File: src/rtl/decode_stage.sv
// decode_stage: IF/ID pipeline register with a combinational instruction decoder and HALT lock-down.
//
// Ports:
//   clk, reset          clock and synchronous active-high reset
//   if_valid_i/ready_o  fetch handshake; if_instr_i/if_pc_i carry the instruction and its PC
//   flush_i             kills the held instruction (taken branch/jump)
//   id_valid_o/ready_i  execute handshake
//   id_pc_o .. id_imm_o decoded fields of the held instruction
//   id_ctrl_o           {halt,jump,branch_ne,branch_eq,mem_wr,mem_rd,alu_src,reg_wr}
//   id_illegal_o        held opcode is the reserved 4'hE
// Optional feature macro DECODE_PERF_EN adds perf_retired_o and perf_stall_o saturating counters.
module decode_stage #(
    parameter int IW  = 18,
    parameter int PCW = 8,
    parameter int RAW = 3
) (
    input  logic           clk,
    input  logic           reset,
    input  logic           if_valid_i,
    output logic           if_ready_o,
    input  logic [IW-1:0]  if_instr_i,
    input  logic [PCW-1:0] if_pc_i,
    input  logic           flush_i,
    output logic           id_valid_o,
    input  logic           id_ready_i,
    output logic [PCW-1:0] id_pc_o,
    output logic [3:0]     id_opcode_o,
    output logic [RAW-1:0] id_rd_o,
    output logic [RAW-1:0] id_rs1_o,
    output logic [RAW-1:0] id_rs2_o,
    output logic [PCW-1:0] id_imm_o,
    output logic [7:0]     id_ctrl_o,
    output logic           id_illegal_o
`ifdef DECODE_PERF_EN
    ,
    output logic [15:0]    perf_retired_o,
    output logic [15:0]    perf_stall_o
`endif
);
    typedef enum logic {RUN, HALTED} state_t;
    state_t         state_q, state_d;
    logic           valid_q, valid_d;
    logic [IW-1:0]  instr_q, instr_d;
    logic [PCW-1:0] pc_q, pc_d;
    logic [3:0]     op;
    logic           if_fire, id_fire, reg_wr, alu_src;
    assign op          = instr_q[17:14];
    // Flush blocks acceptance so the fetch presented in the flush cycle is dropped.
    assign if_ready_o  = (state_q == RUN) && !flush_i && (!valid_q || id_ready_i);
    assign if_fire     = if_valid_i && if_ready_o;
    assign id_fire     = valid_q && id_ready_i;
    assign id_valid_o  = valid_q;
    assign id_pc_o     = pc_q;
    assign id_opcode_o = op;
    assign id_rd_o     = instr_q[13:11];
    assign id_rs1_o    = instr_q[10:8];
    assign id_rs2_o    = instr_q[7:5];
    assign id_imm_o    = PCW'($signed(instr_q[7:0]));
    assign reg_wr      = (op >= 4'h1 && op <= 4'h8) || op == 4'hD;
    assign alu_src     = op inside {4'h7, 4'h8, 4'h9, 4'hD};
    assign id_ctrl_o   = {op == 4'hF, op == 4'hC, op == 4'hB, op == 4'hA,
                          op == 4'h9, op == 4'h8, alu_src, reg_wr};
    assign id_illegal_o = op == 4'hE;
    always_comb begin
        state_d = state_q;
        valid_d = valid_q;
        instr_d = instr_q;
        pc_d    = pc_q;
        if (flush_i) begin
            valid_d = 1'b0;
        end else begin
            if (id_fire) valid_d = 1'b0;
            if (if_fire) begin
                valid_d = 1'b1;
                instr_d = if_instr_i;
                pc_d    = if_pc_i;
            end
            // A retiring HALT locks the stage; anything captured alongside it is discarded.
            if (id_fire && op == 4'hF) begin
                state_d = HALTED;
                valid_d = 1'b0;
            end
        end
    end
    always_ff @(posedge clk) begin
        if (reset) begin
            state_q <= RUN;
            valid_q <= 1'b0;
            instr_q <= '0;
            pc_q    <= '0;
        end else begin
            state_q <= state_d;
            valid_q <= valid_d;
            instr_q <= instr_d;
            pc_q    <= pc_d;
        end
    end
`ifdef DECODE_PERF_EN
    logic [15:0] retired_q, retired_d, stall_q, stall_d;
    assign retired_d = retired_q + 16'(id_fire && retired_q != 16'hFFFF);
    assign stall_d   = stall_q + 16'(valid_q && !id_ready_i && stall_q != 16'hFFFF);
    always_ff @(posedge clk) begin
        if (reset) begin
            retired_q <= '0;
            stall_q   <= '0;
        end else begin
            retired_q <= retired_d;
            stall_q   <= stall_d;
        end
    end
    assign perf_retired_o = retired_q;
    assign perf_stall_o   = stall_q;
`endif
endmodule

File: config.mk
export PLATFORM = sky130hd
export DESIGN_NAME = decode_stage
export DESIGN_NICKNAME = d
export VERILOG_FILES = /design/src/rtl/decode_stage.sv
export SDC_FILE = /design/constraint.sdc
export NUM_CORES = 1
export LEC_CHECK = 0
export CORE_MARGIN = 5
export CORE_UTILIZATION = 36
export DETAILED_ROUTE_END_ITERATION = 8
export GPL_ROUTABILITY_DRIVEN = 0
export GPL_TIMING_DRIVEN = 0
export PLACE_DENSITY = 0.76
export SYNTH_ARGS = -nofsm -noshare
export SYNTH_HDL_FRONTEND = slang
export SYNTH_SLANG_ARGS = --single-unit
File: constraint.sdc
create_clock -name clk -period 1.65 [get_ports clk]
set_clock_uncertainty 0.1 [all_clocks]
set_input_delay 0.4125 -clock clk [delete_from_list [all_inputs] [get_ports clk]]
set_output_delay 0.4125 -clock clk [all_outputs]
set_load 0.1 [all_outputs]
==> results of run 1 <==
## final timing paths
kind	depth (start not counted)	slack, ns	endpoint	start
worst max register to register	5	0.19	id_pc_o[5]$_SDFFE_PP0P_	id_valid_o$_SDFFE_PP0P_
worst min-delay path	2	0.38	instr_q[11]$_SDFFE_PP0P_	instr_q[11]$_SDFFE_PP0P_
worst min register to register	2	0.38	instr_q[11]$_SDFFE_PP0P_	instr_q[11]$_SDFFE_PP0P_
worst max-delay path	5	-0.37	id_ctrl_o[0]	instr_q[15]$_SDFFE_PP0P_
## state kept, by name, indices dropped and copies added, names as in the netlist
signal,flops
id_pc_o,8
id_valid_o,1
instr_q,18
state_q,1
## repair_timing
| action | 4_1_cts | 5_1_grt |
|---|---|---|
| gates resized for setup | 253 | 6 |
| setup endpoints to repair | 59 | 13 |
| buffers inserted | 9 | 5 |
| pin swaps | 10 | 5 |
## routing by layer
metal,share of wire,vias up,global-route usage
met3,0.078,2,0.0438
met5,0,-,0
met1,0.42,604,0.177
met2,0.50,33,0.232
li1,-,650,-
met4,0.0027,0,0.0181
## power by group
group	leakage [µW]	total, µW	switching, µW	internal, µW
clock network	0.0000339	476	212	264
logic	0.000818	716	464	252
registers	0.000234	731	24.7	706
## kinds of logic (layout without fill, tap and decap cells)
| kind of cell | after synthesis | count (layout) | share of synthesized area |
|---|---|---|---|
| simple gates | 70 | 70 | 0.305 |
| flops | 28 | 28 | 0.387 |
| mux | 27 | 27 | 0.186 |
| buf+inv | 18 | 103 | 0.0880 |
| compound gates | 7 | 7 | 0.0345 |
## final cells by class
type	count	area [µm²]
Buffer	14	141
Sequential cell	28	583
Fill cell	326	1410
Timing Repair Buffer	83	792
Clock buffer	4	66.3
Inverter	2	7.51
Multi-Input combinational cell	104	883
Tap cell	50	62.6
## synthesized netlist by cell type
master,n
sky130_fd_sc_hd__buf_6,1
sky130_fd_sc_hd__clkbuf_1,7
sky130_fd_sc_hd__mux2i_1,27
sky130_fd_sc_hd__o21a_1,1
sky130_fd_sc_hd__and4_1,1
sky130_fd_sc_hd__and2_1,1
sky130_fd_sc_hd__nor2b_4,1
sky130_fd_sc_hd__or3_1,1
sky130_fd_sc_hd__a21o_1,2
sky130_fd_sc_hd__nor4b_4,1
sky130_fd_sc_hd__buf_2,1
sky130_fd_sc_hd__nor3_1,3
sky130_fd_sc_hd__a41oi_1,1
sky130_fd_sc_hd__inv_1,2
sky130_fd_sc_hd__buf_12,2
sky130_fd_sc_hd__buf_4,5
sky130_fd_sc_hd__dfxtp_1,28
sky130_fd_sc_hd__nor2_1,5
sky130_fd_sc_hd__nand2b_1,54
sky130_fd_sc_hd__a311oi_1,1
sky130_fd_sc_hd__a21oi_1,2
sky130_fd_sc_hd__nand2_1,3
## critical path, delay by kind of cell (launching register included)
family	cells	cell delay, ns
and+or+nand+nor	1	0.37
DFF	1	0.36
buffers and inverters	2	0.31
AOI/OAI and AO/OA	2	0.19
## through the flow
step	area, µm²	setup slack, ns	total power [µW]	util	instances
3_5_place_dp	2370	-1.20	1440	0.600	269
6_report	2540	-0.369	1920	0.643	285
2_1_floorplan	1610	-0.393	1250	-	150
3_3_place_gp	2370	-1.20	1440	0.600	269
4_1_cts	2480	-0.379	1930	0.629	280
5_1_grt	2540	-0.427	2010	0.643	285
==> run_results.csv, run 1 <==
group,metric,value,unit
run_status,outcome,"finished with violations",
run_status,violated_checks,"negative setup slack",
yosys,most_area_consuming_cells_after_synthesis,"sky130_fd_sc_hd__dfxtp_1 (39%), sky130_fd_sc_hd__nand2b_1 (23%), sky130_fd_sc_hd__mux2i_1 (19%)",
routing,antenna_violating_nets_post_route,0,
floorplanning,dieWidth,73.5,µm
floorplanning,initial_utilization,0.368,
timing,timing_hold_violations_final,0,
final_layout,most-common-layout-cells,"sky130_fd_sc_hd__nand2b_1 (52), sky130_fd_sc_hd__mux2i_1 (27), sky130_fd_sc_hd__clkdlybuf4s50_1 (27), sky130_fd_sc_hd__buf_2 (24), sky130_fd_sc_hd__dfxtp_1 (20)",
power_and_ir_drop,ir_worst_vdd,0.602,mV
setup_path,worstSetupStartpointType,"register",
setup_path,data_arrival_time_of_the_worst_path,1.51,ns
floorplanning,die_area,5400,µm²
yosys,synth.ff_latch_count,28,
final_layout,syn_to_final_growth,74.9,%
clock_network,tritoncts_clock_tree,"yes",
grt,grt_pass1_vias,1317,
clock_network,cts_num_sinks,28,
routing,viasPerCell,4.52,
timing,final_max_slew_viol_count,0,
floorplanning,fp-row-count,23,
timing,post-route-min-period,2.02,ns
routing,drcViolationCount,0,
timing,fmax,495,MHz
clock_network,clock-root-buffer,"sky130_fd_sc_hd__clkbuf_8",
placed_design,detailed_place_hpwl,2.67,mm
power_and_ir_drop,leakage,0.00109,µW
floorplanning,ioPinCount,71,
routing,routed_wl,3.72,mm
yosys,syn-instance-count,150,
setup_path,path_class,"reg2out",
final_layout,insertedDiodeCount,0,
setup_path,cp_slowest_stage_delay,0.37,ns
timing,unrepaired_setup_endpoints_after_global_routing,"yes",
timing,finalCritPeriodShare,1.22,
timing,layout_setup_ws,-0.369,ns
clock_network,total_of_hold_buffers_inserted_after_clock_tree_synthesis,0,
yosys,synth_area,1450,µm²
final_layout,drive_above_1_share,0.396,
clock_network,cts-buffers-inserted,3,
power_and_ir_drop,p_per_cell_area,758,nW/µm²
grt,globalRouteTotalUtil,0.138,
setup_path,endpoint_kind,"output pin",
placed_design,port_buffers,69,
grt,grt_max_degree,17,
grt,antenna_violations_before_repair,0,
run,max-cap-violations,0,
timing,fin_setup_tns,-1.85,ns
final_layout,finalNetCount,267,
clock_network,ctsHtreeMaxLevel,1,
setup_path,critical_path_peak_fanout,4,
yosys,yosys.area.top_type,"sky130_fd_sc_hd__dfxtp_1",
setup_path,worstPathRequired,1.14,ns
clock_network,clk_pin_slew,0.09,ns
yosys,syn_area_per_cell,9.67,µm²
routing,detailroute.via_count,1289,
yosys,synth-warning-count,0,
yosys,share_of_the_yosys_chip_area_belonging_to_registers,0.387,
timing,timing.final.setup_violations,9,
floorplanning,design.core.area,3940,µm²
yosys,unique_cell_type_count_in_the_yosys_netlist,22,
timing,timing.slew.headroom,0.668,
timing,min_hold_slack,0.379,ns
floorplanning,die_height,73.5,µm
final_layout,final_common_cell,"sky130_fd_sc_hd__nand2b_1",
yosys,mappedNetlistNets,181,
grt,grt_first_pass_wirelength,6.02,mm
worst_hold_path,holdCritPathClass,"reg2reg",
routing,first_pass_iters,4,
clock_network,cts.path.max_buffers,2,
setup_path,path_cells,"clkbuf_16 > or3_4 > a21oi_4 > a21oi_2 > buf_12",
routing,first_iter_violations,16,
timing,tightest_slew,0.502,ns
clock_network,worst_skew_pair.late_latency,0.27,ns
routing,wl_per_cell,13.0,µm
setup_path,slowest_cell_on_the_critical_path,"sky130_fd_sc_hd__or3_4",
yosys,synth_largest_type_area_fraction,0.387,
grt,grt-ovfl-total,0,
Power figures use the tool's default switching activity.
==> run 2, diff against run 1 <==
CORE_UTILIZATION = 52   (was 36)
DONT_BUFFER_PORTS = 1   (was not set)
PLACE_DENSITY = 0.7   (was 0.76)
==> run 2 against run 1 <==
  * The flow still finishes with violations (negative setup slack)
  * Worst hold slack got worse by 0.29 ns
  * Fmax decreased by 16%
  * Worst setup slack got worse by 0.39 ns
  * Register-to-register slack got worse by 0.27 ns
  * Non-clock buffer count decreased by 68
  * Sequential power increased by 35%
  * Final area decreased by 23%
  * Via count decreased by 18%
  * Combinational power decreased by 52%
==> run_results.csv, run 2 (synthesis results as in run 1) <==
group,metric,value,unit
timing,final_max_slew_viol_count,0,
routing,first_iter_violations,39,
power_and_ir_drop,p_per_cell_area,882,nW/µm²
final_layout,insertedDiodeCount,0,
timing,timing.slew.headroom,0.340,
grt,globalRouteTotalUtil,0.165,
final_layout,drive_above_1_share,0.449,
setup_path,slowest_cell_on_the_critical_path,"sky130_fd_sc_hd__nor3_4",
run_status,violated_checks,"negative setup slack",
grt,grt_first_pass_wirelength,5.35,mm
final_layout,largest-register,"instr_q",
routing,first_pass_iters,4,
timing,fmax,415,MHz
clock_network,cts-buffers-inserted,3,
run_status,outcome,"finished with violations",
power_and_ir_drop,report.power.total,1730,µW
final_layout,most-common-layout-cells,"sky130_fd_sc_hd__nand2b_1 (52), sky130_fd_sc_hd__mux2i_1 (25), sky130_fd_sc_hd__dfxtp_2 (19), sky130_fd_sc_hd__buf_6 (8), sky130_fd_sc_hd__dfxtp_4 (8)",
clock_network,tritoncts_clock_tree,"yes",
timing,min_hold_slack,0.0899,ns
routing,detailroute.via_count,1062,
final_layout,largest_register_ff_count,18,
final_layout,ff_latch_area,614,µm²
setup_path,critical_path_peak_fanout,8,
final_layout,finalNetCount,199,
floorplanning,design.core.area,2710,µm²
routing,routed_wl,3.31,mm
final_layout,fillerInstances,209,
routing,antenna_violating_nets_post_route,0,
grt,grt_max_degree,17,
floorplanning,ioPinCount,71,
grt,grt_pass1_vias,1136,
grt,antenna_violations_before_repair,0,
placed_design,port_buffers,0,
setup_path,path_cells,"nand2b_4 > nor3_4",
routing,viasPerCell,5.36,
timing,unrepaired_setup_endpoints_after_global_routing,"yes",
setup_path,data_arrival_time_of_the_worst_path,1.90,ns
timing,tightest_slew,0.987,ns
clock_network,cts.path.max_buffers,2,
routing,drcViolationCount,0,
final_layout,final_common_cell,"sky130_fd_sc_hd__nand2b_1",
setup_path,worstPathRequired,1.14,ns
timing,post-route-min-period,2.41,ns
setup_path,worstSetupStartpointType,"register",
timing,timing.final.setup_violations,36,
clock_network,total_of_hold_buffers_inserted_after_clock_tree_synthesis,0,
worst_hold_path,holdCritPathClass,"in2reg",
clock_network,clk_pin_slew,0.17,ns
routing,wl_per_cell,16.7,µm
final_layout,syn_to_final_growth,35.5,%
floorplanning,die_height,62.8,µm
clock_network,worst_skew_pair.late_latency,0.34,ns
timing,layout_setup_ws,-0.758,ns
floorplanning,dieWidth,62.8,µm
floorplanning,fp-row-count,19,
clock_network,ctsHtreeMaxLevel,1,
setup_path,path_class,"reg2out",
power_and_ir_drop,ir_worst_vdd,0.743,mV
floorplanning,die_area,3950,µm²
clock_network,clock-root-buffer,"sky130_fd_sc_hd__clkbuf_4",
floorplanning,initial_utilization,0.535,
timing,timing_hold_violations_final,0,
placed_design,detailed_place_hpwl,2.35,mm
setup_path,endpoint_kind,"output pin",
clock_network,cts_num_sinks,28,
timing,finalCritPeriodShare,1.46,
power_and_ir_drop,leakage,0.000758,µW
run,max-cap-violations,0,
final_layout,multi_input_combinational_cell_area,888,µm²
grt,grt-ovfl-total,0,
setup_path,cp_slowest_stage_delay,0.81,ns
-- run 2: changes by cell type in the layout (fill, tap and decap cells not counted), moves of 9 or more --
cell,change
sky130_fd_sc_hd__buf_2,-24
sky130_fd_sc_hd__dfxtp_1,-19
sky130_fd_sc_hd__buf_12,-9
sky130_fd_sc_hd__dfxtp_2,+16
sky130_fd_sc_hd__clkdlybuf4s50_1,-27
sky130_fd_sc_hd__buf_4,-13
-- run 2: per-layer routing --
metal,routed length [µm],track usage,up-vias
met4,21,0.0398,0
met3,256,0.0558,4
li1,-,-,518
met2,1730,0.291,41
met1,1300,0.190,499
met5,0,0,-
-- run 2: cell type report --
class | instances | share of cell area
timing repair buffer | 13 | 0.0828
clock buffer | 4 | 0.0242
inverter | 2 | 0.00382
tap | 31 | 0.0197
sequential | 28 | 0.313
buffer | 16 | 0.104
multi-input combinational | 104 | 0.452
-- run 2: stage by stage --
step	worst slack [ns]	area, µm²	std cells	util	TNS [ns]
floorplan	-0.393	1610	150	-	-1.97
CTS	-0.772	1840	191	0.678	-7.47
detailed placement	-0.444	1650	181	0.610	-2.39
finish	-0.758	1960	198	0.725	-7.00
global route	-0.836	1960	198	0.725	-9.97
global placement	-0.436	1650	181	0.610	-2.26
-- run 2: path summary, 6_finish.rpt --
check | cells past startpoint | slack, ns | end | start
hold reg to reg | 2 | 0.52 | state_q$_SDFFE_PP0P_ | state_q$_SDFFE_PP0P_
setup / recovery | 2 | -0.76 | id_ctrl_o[2] | instr_q[17]$_SDFFE_PP0P_
hold / removal | 2 | 0.09 | instr_q[3]$_SDFFE_PP0P_ | if_instr_i[3]
setup reg to reg | 6 | -0.08 | instr_q[17]$_SDFFE_PP0P_ | id_valid_o$_SDFFE_PP0P_
-- run 2: worst max-delay path, delay by kind of cell (launching register included) --
family | cells | cell delay, ns
AND/OR/NAND/NOR | 2 | 0.92
flip-flops | 1 | 0.64
-- run 2: repair_timing --
action | in CTS | in global routing
gates resized for setup | 37 | 10
gates cloned | 0 | 2
endpoints found under the setup margin | 33 | 34
buffers inserted | 6 | 6
pin swaps | 9 | 6
-- run 2: power breakdown --
group	total, µW	switching (µW)	internal [µW]
logic	342	187	155
clock network	405	220	185
registers	986	277	710
total	1730	683	1050
